==> config.mk <==
export PLATFORM = sky130hd
export DESIGN_NAME = pc_sequencer
export DESIGN_NICKNAME = d
export VERILOG_FILES = /design/src/rtl/cpu_pkg.sv /design/src/rtl/pc_ras.sv /design/src/rtl/pc_sequencer.sv
export SDC_FILE = /design/constraint.sdc
export NUM_CORES = 1
export LEC_CHECK = 0
export CORE_UTILIZATION = 38
export CTS_BUF_LIST = sky130_fd_sc_hd__clkbuf_8 sky130_fd_sc_hd__clkbuf_16
export DETAILED_ROUTE_END_ITERATION = 8
export PLACE_DENSITY = 0.81
export REMOVE_ABC_BUFFERS = 1
export SLEW_MARGIN = 30
export SYNTH_ARGS = -nofsm -noshare
export SYNTH_HDL_FRONTEND = slang
export SYNTH_SLANG_ARGS = --single-unit
==> constraint.sdc <==
create_clock -name clk -period 3.35 [get_ports clk]
set_clock_uncertainty 0.05 [all_clocks]
set_input_delay 0.5025 -clock clk [delete_from_list [all_inputs] [get_ports clk]]
set_output_delay 0.5025 -clock clk [all_outputs]
set_load 0.02 [all_outputs]
==> src/rtl/cpu_pkg.sv <==
// Shared CPU front-end definitions: branch condition encodings, reset vector,
// and the branch-condition evaluator used by the PC sequencer.
package cpu_pkg;

  typedef enum logic [1:0] {
    COND_BEQ = 2'b00,
    COND_BNE = 2'b01,
    COND_BLT = 2'b10,
    COND_BGE = 2'b11
  } cond_e;

  localparam logic [9:0]  RESET_ADDR_DEFAULT = 10'h200;
  localparam int unsigned TARGET_WIDTH       = 26;

  // Branch-taken decision from the ALU flags
  function automatic logic branch_taken(input logic [1:0] cond,
                                        input logic       zero,
                                        input logic       neg);
    logic taken;
    taken = 1'b0;
    case (cond_e'(cond))
      COND_BEQ: taken = zero;
      COND_BNE: taken = ~zero;
      COND_BLT: taken = neg;
      COND_BGE: taken = ~neg;
      default:  taken = 1'b0;
    endcase
    return taken;
  endfunction

endpackage

==> src/rtl/pc_ras.sv <==
// Return-address stack: circular buffer that overwrites its oldest entry when
// pushed while full. Storage is not reset; only count qualifies the contents.
module pc_ras #(
  parameter  int unsigned WIDTH = 10,
  parameter  int unsigned DEPTH = 4,
  localparam int unsigned PTR_W = $clog2(DEPTH),
  localparam int unsigned CNT_W = PTR_W + 1
) (
  input  logic             clk,
  input  logic             reset,
  input  logic             push,
  input  logic             pop,
  input  logic [WIDTH-1:0] push_data,
  output logic [WIDTH-1:0] top,
  output logic [CNT_W-1:0] count,
  output logic             full,
  output logic             empty
);

  logic [WIDTH-1:0] mem [DEPTH];
  logic [PTR_W-1:0] wr_ptr;

  // Write pointer and occupancy; count saturates at DEPTH on overwrite
  always_ff @(posedge clk) begin
    if (reset) begin
      wr_ptr <= '0;
      count  <= '0;
    end else if (push) begin
      wr_ptr <= wr_ptr + PTR_W'(1);
      if (!full) begin
        count <= count + CNT_W'(1);
      end
    end else if (pop && !empty) begin
      wr_ptr <= wr_ptr - PTR_W'(1);
      count  <= count - CNT_W'(1);
    end
  end

  // Entry storage, intentionally without reset
  always_ff @(posedge clk) begin
    if (push) begin
      mem[wr_ptr] <= push_data;
    end
  end

  assign top   = mem[wr_ptr - PTR_W'(1)];
  assign full  = (count == CNT_W'(DEPTH));
  assign empty = (count == '0);

endmodule

==> src/rtl/pc_sequencer.sv <==
// Program counter sequencer: jump / call / return / conditional branch / pc+1
// with a single registered pc. The return-address stack is built only when
// PC_SEQUENCER_RAS_EN is defined; otherwise call behaves as jump, ret as pc+1.
module pc_sequencer
  import cpu_pkg::*;
#(
  parameter  int unsigned         PC_WIDTH   = 10,
  parameter  logic [PC_WIDTH-1:0] RESET_ADDR = PC_WIDTH'(RESET_ADDR_DEFAULT),
  parameter  int unsigned         OFF_WIDTH  = 16,
  parameter  int unsigned         RAS_DEPTH  = 4,
  localparam int unsigned         CNT_W      = $clog2(RAS_DEPTH) + 1
) (
  input  logic                    clk,
  input  logic                    reset,
  input  logic                    stall,
  input  logic                    jump,
  input  logic                    call,
  input  logic                    ret,
  input  logic                    branch,
  input  logic [1:0]              cond,
  input  logic                    zero,
  input  logic                    neg,
  input  logic [OFF_WIDTH-1:0]    offset,
  input  logic [TARGET_WIDTH-1:0] target,
  output logic [PC_WIDTH-1:0]     pc,
  output logic                    redirect,
  output logic [CNT_W-1:0]        ras_count,
  output logic                    ras_overflow,
  output logic                    ras_underflow
);

  logic [PC_WIDTH-1:0] pc_seq;
  logic [PC_WIDTH-1:0] pc_branch;
  logic [PC_WIDTH-1:0] pc_next;
  logic                redirect_next;
  logic                taken;
  logic                unused_target_hi;

  // Upper target bits beyond the PC width are don't-care
  assign unused_target_hi = ^target[TARGET_WIDTH-1:PC_WIDTH];

  assign pc_seq    = pc + PC_WIDTH'(1);
  // Offset is sign-extended (or truncated) to PC width; the sum wraps
  assign pc_branch = pc + PC_WIDTH'($signed(offset));
  assign taken     = branch & branch_taken(cond, zero, neg);

`ifdef PC_SEQUENCER_RAS_EN
  logic [PC_WIDTH-1:0] ras_top;
  logic                ras_full;
  logic                ras_empty;
  logic                ras_push;
  logic                ras_pop;
  logic                ovf_next;
  logic                unf_next;

  pc_ras #(
    .WIDTH (PC_WIDTH),
    .DEPTH (RAS_DEPTH)
  ) u_ras (
    .clk       (clk),
    .reset     (reset),
    .push      (ras_push),
    .pop       (ras_pop),
    .push_data (pc_seq),
    .top       (ras_top),
    .count     (ras_count),
    .full      (ras_full),
    .empty     (ras_empty)
  );

  // Next-PC selection by priority: jump, call, ret, taken branch, pc+1
  always_comb begin
    pc_next       = pc_seq;
    redirect_next = 1'b0;
    ras_push      = 1'b0;
    ras_pop       = 1'b0;
    ovf_next      = 1'b0;
    unf_next      = 1'b0;
    if (stall) begin
      pc_next = pc;
    end else if (jump) begin
      pc_next       = target[PC_WIDTH-1:0];
      redirect_next = 1'b1;
    end else if (call) begin
      pc_next       = target[PC_WIDTH-1:0];
      redirect_next = 1'b1;
      ras_push      = 1'b1;
      ovf_next      = ras_full;
    end else if (ret) begin
      if (!ras_empty) begin
        pc_next       = ras_top;
        redirect_next = 1'b1;
        ras_pop       = 1'b1;
      end else begin
        unf_next = 1'b1;
      end
    end else if (taken) begin
      pc_next       = pc_branch;
      redirect_next = 1'b1;
    end
  end

  // One-cycle RAS status pulses
  always_ff @(posedge clk) begin
    if (reset) begin
      ras_overflow  <= 1'b0;
      ras_underflow <= 1'b0;
    end else begin
      ras_overflow  <= ovf_next;
      ras_underflow <= unf_next;
    end
  end
`else
  assign ras_count     = '0;
  assign ras_overflow  = 1'b0;
  assign ras_underflow = 1'b0;

  // Next-PC selection without a RAS: call acts as jump, ret as pc+1
  always_comb begin
    pc_next       = pc_seq;
    redirect_next = 1'b0;
    if (stall) begin
      pc_next = pc;
    end else if (jump || call) begin
      pc_next       = target[PC_WIDTH-1:0];
      redirect_next = 1'b1;
    end else if (ret) begin
      pc_next = pc_seq;
    end else if (taken) begin
      pc_next       = pc_branch;
      redirect_next = 1'b1;
    end
  end
`endif

  // The single PC register and redirect flag
  always_ff @(posedge clk) begin
    if (reset) begin
      pc       <= RESET_ADDR;
      redirect <= 1'b0;
    end else begin
      pc       <= pc_next;
      redirect <= redirect_next;
    end
  end

endmodule

; After elaboration in Yosys (flattened, before gate mapping)
; Index checks and enable logic that the tools add are counted.
[totals]
register_bits = 11
latchBits = 0
mem_bits_rw = 0
mem_bits_ro = 0
inputBits = 53
output_inout_bits = 16
word_cells = 20
n_memories = 0
[classes]
n_addsub = 2
multipliers = 0
div_mod_pow = 0
magnitude_cmp = 0
eq_ne = 3
shift = 0
n_mux = 7
n_bitwise = 3
reduce_logical = 3
[ops]
columns = operator, count
row1 = $mux W10, 3
row2 = $add A10 B1 Y10 const B, 1
row3 = $add A10 B10 Y10, 1
row4 = $eq A2 B2 Y1 const B, 2
row5 = $pmux W1 S4, 1
row6 = $mux W1, 3
row7 = $eq A2 B1 Y1 const B, 1
row8 = $logic_not A2 Y1, 1
row9 = $not A1 Y1, 2
row10 = $reduce_or A2 Y1, 1
row11 = $and A1 B1 Y1, 1
row12 = $logic_or A1 B1 Y1, 1

; Depth between registers and ports, before layout
[depth]
word_depth = 6
mapped_depth = 8

; Worst setup path before layout
; No wires, ideal clock.
[synth_timing]
path_kind = in2reg
startpoint = input offset[0]
endpoint = register pc[8]
t_arrival_ps = 2281
setup_slack_ps = 877
path_stages = 8
n_path_buf = 0
cell_sequence = ha_1 > fa_1 > a211oi_2 > o21bai_1 > a31o_1 > a2111oi_0 > o31a_1 > a2111oi_2
[synth_via]
elab_chain_cells = 4
[synth_rtl]
columns = element, line_no
row1 = start: declaration, pc_sequencer.sv:23  ; input logic [OFF_WIDTH-1:0] offset,
row2 = $add A10 B10 Y10, pc_sequencer.sv:44  ; assign pc_branch = pc + PC_WIDTH'($signed(offset));
row3 = $mux W10, pc_sequencer.sv:129  ; end else if (taken) begin
row4 = $mux W10, pc_sequencer.sv:127  ; end else if (ret) begin
row5 = $mux W10, pc_sequencer.sv:124  ; end else if (jump || call) begin
row6 = end signal: assignment, pc_sequencer.sv:142  ; pc <= pc_next;
row7 = end: declaration, pc_sequencer.sv:25  ; output logic [PC_WIDTH-1:0] pc,
; Every way passes these cells.
; A chain may end at the register's enable or synchronous reset.

; Worst setup path in the final report
; Same ends and word-level chain as after synthesis.

==> qor.yml <==
cells_and_area:
  drive_above_1_share_pct: 5.670
  register_area_um2: 220.2
  multiInputGateArea_um2: 869.6
  syn_to_final_growth_pct: 38.62
  final_util_pct: 57.15
  fillCellCount: 270
  layout.nets: 259
  diodes: 0
floorplan:
  ios: 69
  rows: 19
  die-area_mm2: 0.003322
  start_util_pct: 41.23
  die_x_um: 57.64
  core_mm2: 0.002853
  die_h_um: 57.64
worst_hold_path:
  worstHoldPathType: "flip-flop to flip-flop"
power_and_ir_drop:
  ir_drop_mv: 0.2652
  p_per_area_mw_per_mm2: 299.2
  total_power_w: 0.0004877
  p_leak_nw: 0.6643
timing:
  max_freq_ghz: 0.3533
  worst_slack_ns: 0.5197
  finalCritPeriodShare_pct: 84.49
  slew_viol_final: 0
  finalCriticalPeriod_ns: 2.830
  fin_setup_tns_ns: 0
  rsz0062_at_grt: "no"
  finalHoldViolations: 0
  tightest_slew_ns: 0.5847
  slew_headroom_pct: 60.88
  setup_viol: 0
synthesis:
  syn_area_mm2: 0.001176
  synth.avg_cell_area_um2: 7.637
  synth_area_leader_cell: "dfxtp_1"
  synth_top_cells_by_area: "dfxtp_1, ha_1, a21oi_1"
  ys_types: 44
  synth_top_area_share_pct: 18.72
  synth-warning-count: 0
  yosysSeqAreaShare_pct: 18.72
  ys_ff_latch: 11
  netlist_instances: 154
clocking:
  root_buffer: "clkbuf_8"
  htree_levels: 1
  cts_made_buffers: 3
  cts_hold_buf: 0
  cts_tree: "built"
  insertion_delay_ns: 0.24
  cts_sinks: 11
  cts_buffer_depth: 2
  cts_resized: 0
  cts.reportedPaths.clkPinSlew_ns: 0.05
  post-cts-setup-buffer-count: 0
placement:
  port_buffers: 41
  gp_congestion: 0.7870
  pre_cts_ws_ns: 0.2876
  hpwl_um: 2060
outcome:
  status: "finished, violations left"
  violations: "DRC"
worst_setup_path:
  required_ns: 3.41
  cp-end-kind: "flip-flop"
  slowest_stage: "fa_1"
  start_kind: "input pin"
  crit_type: "input pin to flip-flop"
  worst_ep_arrival_time_ns: 2.89
  path_max_fanout: 2
  cpPeakStageDelay_ns: 0.43
  crit_path_cell_trace: "clkdlybuf4s50_1 > ha_1 > fa_1 > a211oi_2 > o21bai_1 > a31o_1 > a2111oi_0 > o31a_1 > a2111oi_2"
grt:
  antenna_found_initial: 0
  grt_pass1_wl_um: 4305
  grt_max_degree: 23
  grt_pass1_vias: 1041
  grt-ovfl-total: 0
  grt_usage_pct: 16.73
detailed_routing:
  post_drt_wl_per_cell_um: 12.03
  wirelength_um: 2707
  vias: 1204
  dr.pass1.iters: 6
  postRouteAntennaNets: 0
  drcViolationCount: 6
  via_per_inst: 5.351
  drtIter0Drc: 26
job:
  cap_violations: 0
## metal layers
| metal | global-route usage, % | share of wire, % |
|---|---|---|
| met1 | 21.75 | 49 |
| met2 | 28.07 | 43 |
| met3 | 4.464 | 7.4 |
| met4 | 3.136 | 0.59 |
| met5 | 0 | 0 |
## where the power goes
part           switching, W  total [W]  internal [W]
Sequential        0.0000157   0.000157      0.000141
Clock             0.0000552   0.000137     0.0000821
Combinational     0.0000941   0.000193     0.0000994
Total              0.000165   0.000488      0.000323
## synthesized netlist by cell type
library cell and count:
dfxtp_1 11, and2_1 1, nor4_1 1, o21ai_1 3
o22ai_1 2, nand3_1 8, a221oi_1 2, and3_1 1
a211oi_1 5, a311o_1 1, mux2_2 1, mux2i_1 3
mux2_1 1, nand2_1 8, xor2_1 5, fa_1 1
a211oi_2 1, conb_1 1, inv_2 1, a21o_1 3
a21oi_1 15, inv_1 7, nor3_1 4, buf_4 6
clkbuf_1 3, xnor2_1 8, o21bai_1 2, or2_2 1
o41ai_1 1, a2111oi_0 1, a31o_1 1, and3b_1 1
o31a_1 1, a2111oi_2 1, a21boi_0 1, buf_6 1
buf_1 1, nor3b_1 3, o21ai_0 5, ha_1 10
nor2_1 16, o211ai_1 1, a31oi_1 3, nand4_1 1
## layout by cell type (no fill, tap or decap), types with 2 or more instances in the layout
cell type / n
inv_1: 7
clkdlybuf4s50_1: 41
xnor2_1: 8
o21bai_1: 2
nor2_1: 16
a21oi_1: 15
a221oi_1: 2
buf_4: 2
mux2i_1: 3
clkbuf_8: 3
a211oi_1: 5
a21o_1: 3
nand3_1: 8
o21ai_1: 3
xor2_1: 5
nor3_1: 4
o21ai_0: 5
ha_1: 10
conb_1: 5
o22ai_1: 2
a31oi_1: 3
dfxtp_1: 11
nor3b_1: 3
nand2_1: 8
## critical path: cells and delay by family
kind	cells	cell delay, ns
compound gates	6	1.33
fa+ha+maj	2	0.65
buf+inv	1	0.40
## cell families (layout without fill, tap and decap cells)
logic type	Yosys count	in the layout	synth area share, %
multiplexers	5	5	4.468
AND/OR/NAND/NOR	45	45	18.09
flip-flops	11	11	18.72
XOR/XNOR	13	13	9.681
buffers and inverters	19	55	8.616
other	1	5	0.3188
adder cells (fa/ha/maj)	11	11	12.34
AO/OA/AOI/OAI	49	49	27.77
## state kept, by name, summed over array words and instances, names as in the netlist
name,count
redirect,1
pc,10
## final cells by class
| type | instances | area share (%) |
|---|---|---|
| clock inverters | 1 | 0.3070 |
| clock buffers | 3 | 2.533 |
| inverters | 8 | 1.842 |
| repair buffers | 43 | 26.09 |
| well taps | 31 | 2.379 |
| flip-flops and latches | 11 | 13.51 |
| multi-input cells | 128 | 53.34 |
## path summary, 6_finish.rpt
kind,startpoint,endpoint,slack [ns],cells past startpoint
min,pc[8],pc[8],0.51,2
min reg2reg,pc[8],pc[8],0.51,2
max reg2reg,pc[0],pc[8],0.80,8
max,offset[0],pc[8],0.52,9
## metrics by stage
step / area (um^2) / hold slack, ns / std cells
4_1_cts: 1630 / 0.5100 / 225
3_5_place_dp: 1584 / 0.5029 / 221
2_1_floorplan: 1120 / 0.5253 / 147
5_1_grt: 1630 / 0.5503 / 225
3_3_place_gp: 1584 / 0.5022 / 221
6_report: 1630 / 0.5098 / 225
(Power assumes the default switching activity.)
